[src/rtl/note_lane_array.sv]
// note_lane_array: multi-lane falling-note engine.
// Each lane holds up to SLOTS notes that scroll down by SPEED rows per
// frame tick. Button rising edges are judged against the hit window around
// the hit line. Notes and the hit line are rendered into a registered 6-bit
// colour stream that trails the pixel coordinates by one clock.
module note_lane_array #(
  parameter int NUM_LANES = 4,
  parameter int SLOTS     = 4,
  parameter int NOTE_H    = 35,
  parameter int SPEED     = 5,
  parameter int Y_HIT     = 450,
  parameter int HIT_WIN   = 20,
  parameter int Y_END     = 500,
  parameter int X0        = 160,
  parameter int LANE_W    = 80
) (
  input  logic                 clk,
  input  logic                 reset_n,
  input  logic [9:0]           col,
  input  logic [9:0]           row,
  input  logic                 valid,
  input  logic                 frame_tick,
  input  logic                 spawn_valid,
  input  logic [2:0]           spawn_lane,
  output logic                 spawn_ready,
  input  logic [NUM_LANES-1:0] press,
  output logic [5:0]           lane_rgb,
  output logic                 hit_pulse,
  output logic                 miss_pulse,
  output logic [15:0]          hit_count,
  output logic [15:0]          miss_count
);

  localparam logic [9:0] NOTE_H_V = 10'(NOTE_H);
  localparam logic [9:0] SPEED_V  = 10'(SPEED);
  localparam logic [9:0] WIN_LO   = 10'(Y_HIT - HIT_WIN);
  localparam logic [9:0] WIN_HI   = 10'(Y_HIT + HIT_WIN);
  localparam logic [9:0] Y_END_V  = 10'(Y_END);
  localparam logic [9:0] Y_HIT_V  = 10'(Y_HIT);
  localparam int         CW       = $clog2(NUM_LANES * SLOTS + 1);

  logic                 active    [NUM_LANES][SLOTS];
  logic [9:0]           y         [NUM_LANES][SLOTS];
  logic                 active_nx [NUM_LANES][SLOTS];
  logic [9:0]           y_nx      [NUM_LANES][SLOTS];
  logic [SLOTS-1:0]     hit_mask  [NUM_LANES];
  logic [NUM_LANES-1:0] lane_hit;
  logic [NUM_LANES-1:0] press_q;
  logic [NUM_LANES-1:0] press_edge;
  logic [CW-1:0]        hit_n;
  logic [CW-1:0]        miss_n;
  logic                 spawn_fire;
  logic                 spawn_done;
  logic [5:0]           rgb_nx;

  function automatic logic [5:0] lane_colour(input int l);
    case (l % 4)
      0:       return 6'b001100;
      1:       return 6'b110000;
      2:       return 6'b111100;
      default: return 6'b000011;
    endcase
  endfunction

  function automatic logic [15:0] sat_add(input logic [15:0] a, input logic [CW-1:0] b);
    logic [16:0] sum;
    sum = {1'b0, a} + 17'(b);
    return sum[16] ? 16'hFFFF : sum[15:0];
  endfunction

  assign press_edge = press & ~press_q;
  assign spawn_fire = spawn_valid & spawn_ready;

  // Ready when the requested lane exists and has at least one free slot right now.
  always_comb begin
    spawn_ready = 1'b0;
    for (int l = 0; l < NUM_LANES; l++)
      for (int s = 0; s < SLOTS; s++)
        if (int'(spawn_lane) == l && !active[l][s]) spawn_ready = 1'b1;
  end

  // Per lane, pick the lowest in-window note (largest y) for a press edge; first slot wins ties.
  always_comb begin
    logic       found;
    logic [9:0] best;
    for (int l = 0; l < NUM_LANES; l++) begin
      found       = 1'b0;
      best        = '0;
      hit_mask[l] = '0;
      for (int s = 0; s < SLOTS; s++) begin
        if (press_edge[l] && active[l][s] && y[l][s] >= WIN_LO && y[l][s] <= WIN_HI &&
            (!found || y[l][s] > best)) begin
          found          = 1'b1;
          best           = y[l][s];
          hit_mask[l]    = '0;
          hit_mask[l][s] = 1'b1;
        end
      end
      lane_hit[l] = found;
    end
  end

  // Next slot state: hits clear first, then scroll/miss on tick, then load a spawn into a previously free slot.
  always_comb begin
    active_nx  = active;
    y_nx       = y;
    miss_n     = '0;
    hit_n      = '0;
    spawn_done = 1'b0;
    for (int l = 0; l < NUM_LANES; l++) begin
      if (lane_hit[l]) hit_n = hit_n + CW'(1);
      for (int s = 0; s < SLOTS; s++) begin
        if (hit_mask[l][s]) begin
          active_nx[l][s] = 1'b0;
        end else if (active[l][s] && frame_tick) begin
          if (y[l][s] >= Y_END_V) begin
            active_nx[l][s] = 1'b0;
            miss_n          = miss_n + CW'(1);
          end else begin
            y_nx[l][s] = y[l][s] + SPEED_V;
          end
        end
      end
    end
    for (int l = 0; l < NUM_LANES; l++)
      for (int s = 0; s < SLOTS; s++)
        if (spawn_fire && int'(spawn_lane) == l && !active[l][s] && !spawn_done) begin
          active_nx[l][s] = 1'b1;
          y_nx[l][s]      = NOTE_H_V;
          spawn_done      = 1'b1;
        end
  end

  // Pixel colour: lane found by comparing against constant lane edges; notes win over the hit line.
  always_comb begin
    logic note_px;
    rgb_nx  = '0;
    note_px = 1'b0;
    if (valid) begin
      for (int l = 0; l < NUM_LANES; l++) begin
        if ({1'b0, col} >= 11'(X0 + l * LANE_W) && {1'b0, col} < 11'(X0 + (l + 1) * LANE_W)) begin
          note_px = 1'b0;
          for (int s = 0; s < SLOTS; s++)
            if (active[l][s] && row <= y[l][s] && row > y[l][s] - NOTE_H_V) note_px = 1'b1;
          if (note_px)             rgb_nx = lane_colour(l);
          else if (row == Y_HIT_V) rgb_nx = 6'b111111;
        end
      end
    end
  end

  // Register slot state, press history, pulses, saturating counters and the output pixel.
  always_ff @(posedge clk or negedge reset_n) begin
    if (!reset_n) begin
      active     <= '{default: 1'b0};
      y          <= '{default: 10'd0};
      press_q    <= '0;
      hit_pulse  <= 1'b0;
      miss_pulse <= 1'b0;
      hit_count  <= '0;
      miss_count <= '0;
      lane_rgb   <= '0;
    end else begin
      active     <= active_nx;
      y          <= y_nx;
      press_q    <= press;
      hit_pulse  <= (hit_n != '0);
      miss_pulse <= (miss_n != '0);
      hit_count  <= sat_add(hit_count, hit_n);
      miss_count <= sat_add(miss_count, miss_n);
      lane_rgb   <= rgb_nx;
    end
  end

endmodule

[config.mk]
export PLATFORM = sky130hd
export DESIGN_NAME = note_lane_array
export DESIGN_NICKNAME = d
export VERILOG_FILES = /design/src/rtl/note_lane_array.sv
export SDC_FILE = /design/constraint.sdc
export NUM_CORES = 1
export LEC_CHECK = 0
export ABC_AREA = 1
export CAP_MARGIN = 20
export CORE_MARGIN = 2
export CORE_UTILIZATION = 50
export CTS_BUF_LIST = sky130_fd_sc_hd__clkbuf_4
export CTS_CLUSTER_SIZE = 30
export DETAILED_ROUTE_END_ITERATION = 10
export MAX_ROUTING_LAYER = met4
export PLACE_DENSITY = 0.76
export SYNTH_ARGS = -nofsm -noshare
export SYNTH_HDL_FRONTEND = slang
export SYNTH_SLANG_ARGS = --single-unit
[constraint.sdc]
create_clock -name clk -period 17.3 [get_ports clk]
set_clock_uncertainty 0.2 [all_clocks]
set_input_delay 2.595 -clock clk [delete_from_list [all_inputs] [get_ports clk]]
set_output_delay 2.595 -clock clk [all_outputs]
set_load 0.02 [all_outputs]
## Word level (Yosys, flattened, before mapping)

Cells that the tools add are included.

| word-level totals | value |
|---|---|
| register bits after elaboration | 220 |
| logic and storage cells | 824 |
| input port bits | 32 |
| output and inout bits | 41 |

| operators by class | value |
|---|---|
| add/sub/neg operators | 52 |
| reduce and logical (&&, ||, !) cells | 301 |
| magnitude comparators | 100 |
| equality and inequality tests | 36 |
| multiplexer cells | 294 |
| bitwise logic cells | 3 |

Operators with widths:

| operator | number |
|---|---|
| $mux W10 | 76 |
| $ge A10 B9 Y1 const B | 34 |
| $gt A10 B10 Y1 | 28 |
| $mux W5 | 48 |
| $logic_and A1 B1 Y1 | 163 |
| $add A10 B3 Y10 const B | 16 |
| $le A10 B10 Y1 | 16 |
| $le A10 B9 Y1 const B | 16 |
| $sub A10 B6 Y10 const B | 16 |
| $mux W1 | 143 |
| $reduce_bool A3 Y1 | 32 |
| $add A5 B1 Y5 const B | 18 |
| $mux W6 | 13 |
| $ne A2 B1 Y1 const B | 32 |
| $mux W4 | 12 |
| $reduce_and A3 Y1 | 16 |
| $logic_not A1 Y1 | 43 |
| $add A16 B5 Y17 | 2 |
| $mux W16 | 2 |
| $reduce_and A2 Y1 | 16 |
| $reduce_bool A2 Y1 | 16 |
| $lt A10 B9 Y1 const B | 3 |
| $ge A10 B8 Y1 const B | 2 |
| $logic_or A1 B1 Y1 | 12 |
| other kinds (9) | 11 |

## Longest topological paths before layout

| logic depth | value |
|---|---|
| depth after elaboration | 81 |
| mapped depth | 113 |
| gate-level depth less buffers | 111 |

## Worst setup path after synthesis

Ideal clock, no wire load.

| path | value |
|---|---|
| kind | input-to-reg |
| start | in press[0] |
| end | reg miss_count[13] |
| stages | 98 |
| buffers on the path | 2 |
| path slack | 1.017 ns |
| required time | 16.970 ns |
| setup time | 0.130 ns |
| arrival | 15.952 ns |
| path through | nand2_1 nor2_1 nand2_1 nor2_4 nand2_4 inv_2 clkbuf_1 nand2_1 ha_1 nand2_1 nor2_1 nand3_1 nand3_1 nand2_1 a21oi_2 inv_1 clkbuf_1 o21ai_0 [62 not listed] nand2_1 nand2_1 ha_1 o21ai_0 inv_1 ha_1 nand2_1 o21ai_0 ha_1 nand3_1 nand2_1 a21oi_1 o21ai_0 nand2_1 nor2_1 nand4_1 a32o_1 o21bai_1 |

| between the ends | value |
|---|---|
| word-level cells in the longest chain between the ends | 80 |
| elaborated cells between the ends (all ways) | 98 |
| classes of those cells | add/sub (16); order compare (3); mux (57); bitwise (1); reduce/logical (21) |

RTL lines:

| element | line | text |
|---|---|---|
| start, declared | 26 | `input logic [NUM_LANES-1:0] press,` |
| $and A4 B4 Y4 * | 71 | `assign press_edge = press & ~press_q;` |
| $logic_and A1 B1 Y1 (3 in a row) | 91 | `if (press_edge[l] && active[l][s] && y[l][s] >= WIN_LO && y[l][s] <= WIN_HI &&` |
| $mux W10 / $mux W1 (equally long branches) | 91 |  |
| $gt A10 B10 Y1 / $logic_not A1 Y1 (equally long branches) | 92 | `(!found \|\| y[l][s] > best)) begin` |
| $logic_or A1 B1 Y1 | 92 |  |
| $logic_and A1 B1 Y1 | 91 |  |
| $mux W10 / $mux W1 (equally long branches) | 91 |  |
| $gt A10 B10 Y1 / $logic_not A1 Y1 (equally long branches) | 92 |  |
| [62 not listed] | -- |  |
| $mux W5 | 115 | `end else if (active[l][s] && frame_tick) begin` |
| $mux W5 * | 113 | `if (hit_mask[l][s]) begin` |
| $add A5 B1 Y5 | 118 | `miss_n = miss_n + CW'(1);` |
| $mux W5 | 116 | `if (y[l][s] >= Y_END_V) begin` |
| $mux W5 | 115 |  |
| $mux W5 * | 113 |  |
| $add A16 B5 Y17 * | 67 | `sum = {1'b0, a} + 17'(b);` |
| $mux W16 * | 68 | `return sum[16] ? 16'hFFFF : sum[15:0];` |
| end signal, assigned | 170 | `miss_count <= sat_add(miss_count, miss_n);` |
| end, declared | 31 | `output logic [15:0] miss_count` |

Mark *: on every way between the ends. The rest lies on a longest branch, timed or not.
A chain may end at the register's enable or synchronous reset.

## Worst setup path after layout

Same ends and word-level chain as after synthesis.

==> results.md <==
Outcome:
- The flow ran to the end, and the final reports show no timing, DRC or antenna violations.

Critical path:
- At the worst endpoint, the required time is 17.76 ns.
- The maximum net fanout on the critical path is 11.
- The launch instance of the worst register-to-register path is y[150].
- The slowest stage of the critical path belongs to the cell clkdlybuf4s50_1.
- The most critical setup path has its startpoint at press[0].
- The start-to-end type of the worst setup path is primary input to flop.
- STA classifies the critical path startpoint as a primary input.
- The type of element capturing the critical path is a flop.
- Counting stages on the worst path, the most repeated cell is nand2_1.
- The endpoint arrival time on the critical path is 16.58 ns.
- The largest single stage delay on the critical path is 0.52 ns.

Logic synthesis:
- The mean cell area of the mapped netlist is 7.04 µm².
- The share of the Yosys chip area taken by registers is 0.205.
- Synthesis instantiated 66 different standard cells from the library.
- The number of instances in the synthesized netlist is 3764.
- In the synthesized netlist the dominant register cell turns out to be dfrtp_1.
- The cell area that synthesis handed to floorplanning was 26500 µm².
- Counting flops and latches in the post-synthesis netlist gives 217.
- In the synthesized netlist the async set-or-reset flop fraction comes to 1.00.
- Counting flops with a built-in enable in the synthesized netlist gives 0.
- The Yosys step of the flow raised 0 warnings.

Layout:
- The share of layout cells above drive strength 1 is 0.0751.
- The area growth from synthesis to final layout is 9.55%.
- Leaving out fill and tap cells, the most frequent cell in the layout is nand2_1.
- The core occupancy in the finished layout is 0.554.
- In the layout the commonest cells are nand2_1 (747), inv_1 (507), ha_1 (498).
- The finished cells cover 29000 µm².
- The net count reported at finish is 4443.
- The filler-free cell count of the finished design is 4647.
- The filler cell count in the final layout is 5065.

Clock tree:
- In this run the number of H-tree levels came out at 3.
- The total clock sinks is 217.
- No sink is reached through more buffers than the 3 on the longest clock path.
- TritonCTS built the clock tree.
- The number of clock buffers added by TritonCTS is 68.
- The hold buffer count at cts is 0.
- The worst-skew pair later-pin latency is 0.84 ns.
- Clock tree synthesis selected as its root buffer the cell clkbuf_4.
- After clock tree synthesis, the clock-pin slew on the worst setup and hold paths is 0.06 ns.

Global routing:
- The first global-routing pass estimated 123 mm of wire.
- For this run, the total global-route usage over all layers was measured as 0.286.
- The total congestion overflow after global routing is 0.
- Entering global routing, the biggest net connects 88 pins.
- The number of global-route vias before repair is 24600.
- The number of antenna violations at the first check in global routing is 2.

Routing:
- After detailed routing, the number of remaining DRC violations is 0.
- Dividing the detail-routed wire length by the instance count gives 16.1 µm.
- The starting DRC count in detailed routing is 1840.
- For this block, the via count after detailed routing is 26200.
- In the routed layout, each cell is associated on average with a via count of 5.64.
- The first detailed-routing pass took 5 iterations.
- In this run the remaining antenna-violating nets after routing total 0.
- The total length of routed wires is 74.8 mm.

Place:
- Summed over all nets, the half-perimeter wirelength after detailed placement is 55.9 mm.
- The cell count after placement is 4522.
- The number of buffers added on ports is 68.
- In this run the cell area measured after placement is 28100 µm².
- The global placer's final weighted congestion is 0.922.
- The post-placement worst setup slack is -0.202 ns.

Pwr:
- The design draws 4.06 mW.
- Of the total power, registers draw 0.258.
- Of the total power, the clock network draws 0.129.
- The analysis attributes to cell leakage a power of 14.9 nW.
- The total internal power is 1.94 mW.
- The share of total power dissipated in combinational logic is 0.613.
- The net switching share of the total power is 0.522.
- The analysis attributes to net switching a power of 2.12 mW.
- Across the VDD grid, the largest voltage drop is 0.0521 mV.
- Dividing total power by cell area gives a power density of 140 nW/µm².

Timing:
- The routed design could run at a clock period as short as 16.12 ns.
- Static timing analysis puts the maximum clock frequency at 0.0620 GHz.
- The worst pin sits at a relative slew slack of 0.353.
- Setup slack closes at 1.18 ns.
- The total negative setup slack is 0 ns.
- Setup violations remaining at the end of the flow were counted as 0.
- The final number of max-transition violations came to 0.
- The number of endpoints with negative hold slack in the final report was 0.
- Setup repair after global routing left no endpoint under its margin.
- The measured slew at the worst slew-check pin is 0.963 ns.
- In the finished design, the share of the clock period the worst path needs comes to 0.932.
- The worst hold margin is 0.319 ns.

Floorplan:
- The total die area is 54900 µm².
- The initial core utilization is 0.505.
- After floorplanning, the core was divided into 84 placement rows.
- The core outline area is 52400 µm².
- The I/O pin count is 73.
- The floorplan die width is 234 µm.
- The chip height is 234 µm.

Worst hold path:
- The startpoint of the tightest hold check path is y[119].
- The class of the worst hold path is flop to flop.

Flow run:
- Max-cap violations in this run came to 0.
==> power groups by stage <==
stage / clock network, mW / registers (mW) / logic [mW]
6_report: 0.524 / 1.05 / 2.49
5_1_grt: 0.566 / 1.08 / 2.90
4_1_cts: 0.541 / 1.03 / 2.47
3_5_place_dp: 0 / 1.04 / 2.45
3_3_place_gp: 0 / 1.04 / 2.38
2_1_floorplan: 0 / 0.914 / 1.92
==> flip-flops by register name, summed over array words and instances, names as in the netlist <==
signal and cells:
y 160, active 16, hit_count 16, miss_count 16
press_q 4, lane_rgb 3, hit_pulse 1, miss_pulse 1
==> Yosys cell counts (6+ instances only) <==
cell	count	area share
nor3_1	96	0.018
or2_2	11	0.0026
ha_1	499	0.24
o22ai_1	16	0.0038
nand2_2	42	0.0099
o21bai_1	17	0.0048
o21a_1	23	0.0065
a221oi_1	9	0.0030
xor2_1	130	0.043
o211ai_1	24	0.0068
a2111oi_0	6	0.0020
dfrtp_1	217	0.20
inv_2	29	0.0041
nand4_1	92	0.022
o31ai_1	7	0.0020
a211oi_1	17	0.0048
xnor2_1	6	0.0020
clkbuf_1	24	0.0034
a21oi_1	268	0.051
nor4_1	25	0.0059
o2111ai_1	27	0.0089
nand2_4	12	0.0051
o21ai_0	249	0.047
a31oi_1	23	0.0054
inv_1	510	0.072
nand3_2	20	0.0076
nand3_1	190	0.036
buf_2	10	0.0019
nand3b_1	17	0.0048
nor2_1	313	0.044
clkinv_1	15	0.0021
nand2_1	748	0.11
o41ai_1	7	0.0023
==> cell type report <==
class,instances,area [µm²],share of cell area
multi-input combinational,2964,18900,0.652
sequential,217,5430,0.187
inverter,555,2090,0.0719
timing repair buffer,104,908,0.0313
tap,688,861,0.0297
clock buffer,94,706,0.0243
clock inverter,23,119,0.00409
antenna,2,5.00,0.000172
==> path summary, 6_finish.rpt <==
kind,end,slack (ns),cells after the start
min in group asynchronous,active[3],1.62,1
max in group asynchronous,y[52],12.99,3
worst max-delay path,miss_count[13],1.18,99
worst min register to register,y[119],0.32,2
worst max register to register,miss_count[13],2.93,100
worst min-delay path,y[119],0.32,2
==> logic make-up (layout without fill, tap and decap cells) <==
| logic type | Yosys count | after routing | share of synthesized area |
|---|---|---|---|
| AOI/OAI and AO/OA | 724 | 724 | 0.158 |
| xor gates and xnor gates | 136 | 136 | 0.0449 |
| adders and majority gates | 501 | 501 | 0.237 |
| muxes | 1 | 1 | 0.000425 |
| other | 2 | 15 | 0.000283 |
| and+or+nand+nor | 1589 | 1589 | 0.269 |
| buffers and inverters | 594 | 776 | 0.0852 |
| DFF | 217 | 217 | 0.205 |
==> layer usage <==
metal | GRT usage | routed length (µm)
met4 | 0.108 | 2490
met2 | 0.451 | 33600
met3 | 0.0370 | 4680
met1 | 0.372 | 34100
met5 | - | 0
==> worst max-delay path, delay by kind of cell <==
kind,cells,cell delay [ns]
adder cells (fa/ha/maj),18,5.04
buffers and inverters,12,1.39
AND/OR/NAND/NOR,60,6.22
AO/OA/AOI/OAI,9,1.32
==> timing repair <==
item | in CTS | in global routing
gates resized for setup | 0 | 23
endpoints found under the setup margin | 0 | 16
hold endpoints to repair | 0 | 0
buffers inserted | 0 | 5
No activity file was read; power rests on OpenSTA's default activity.
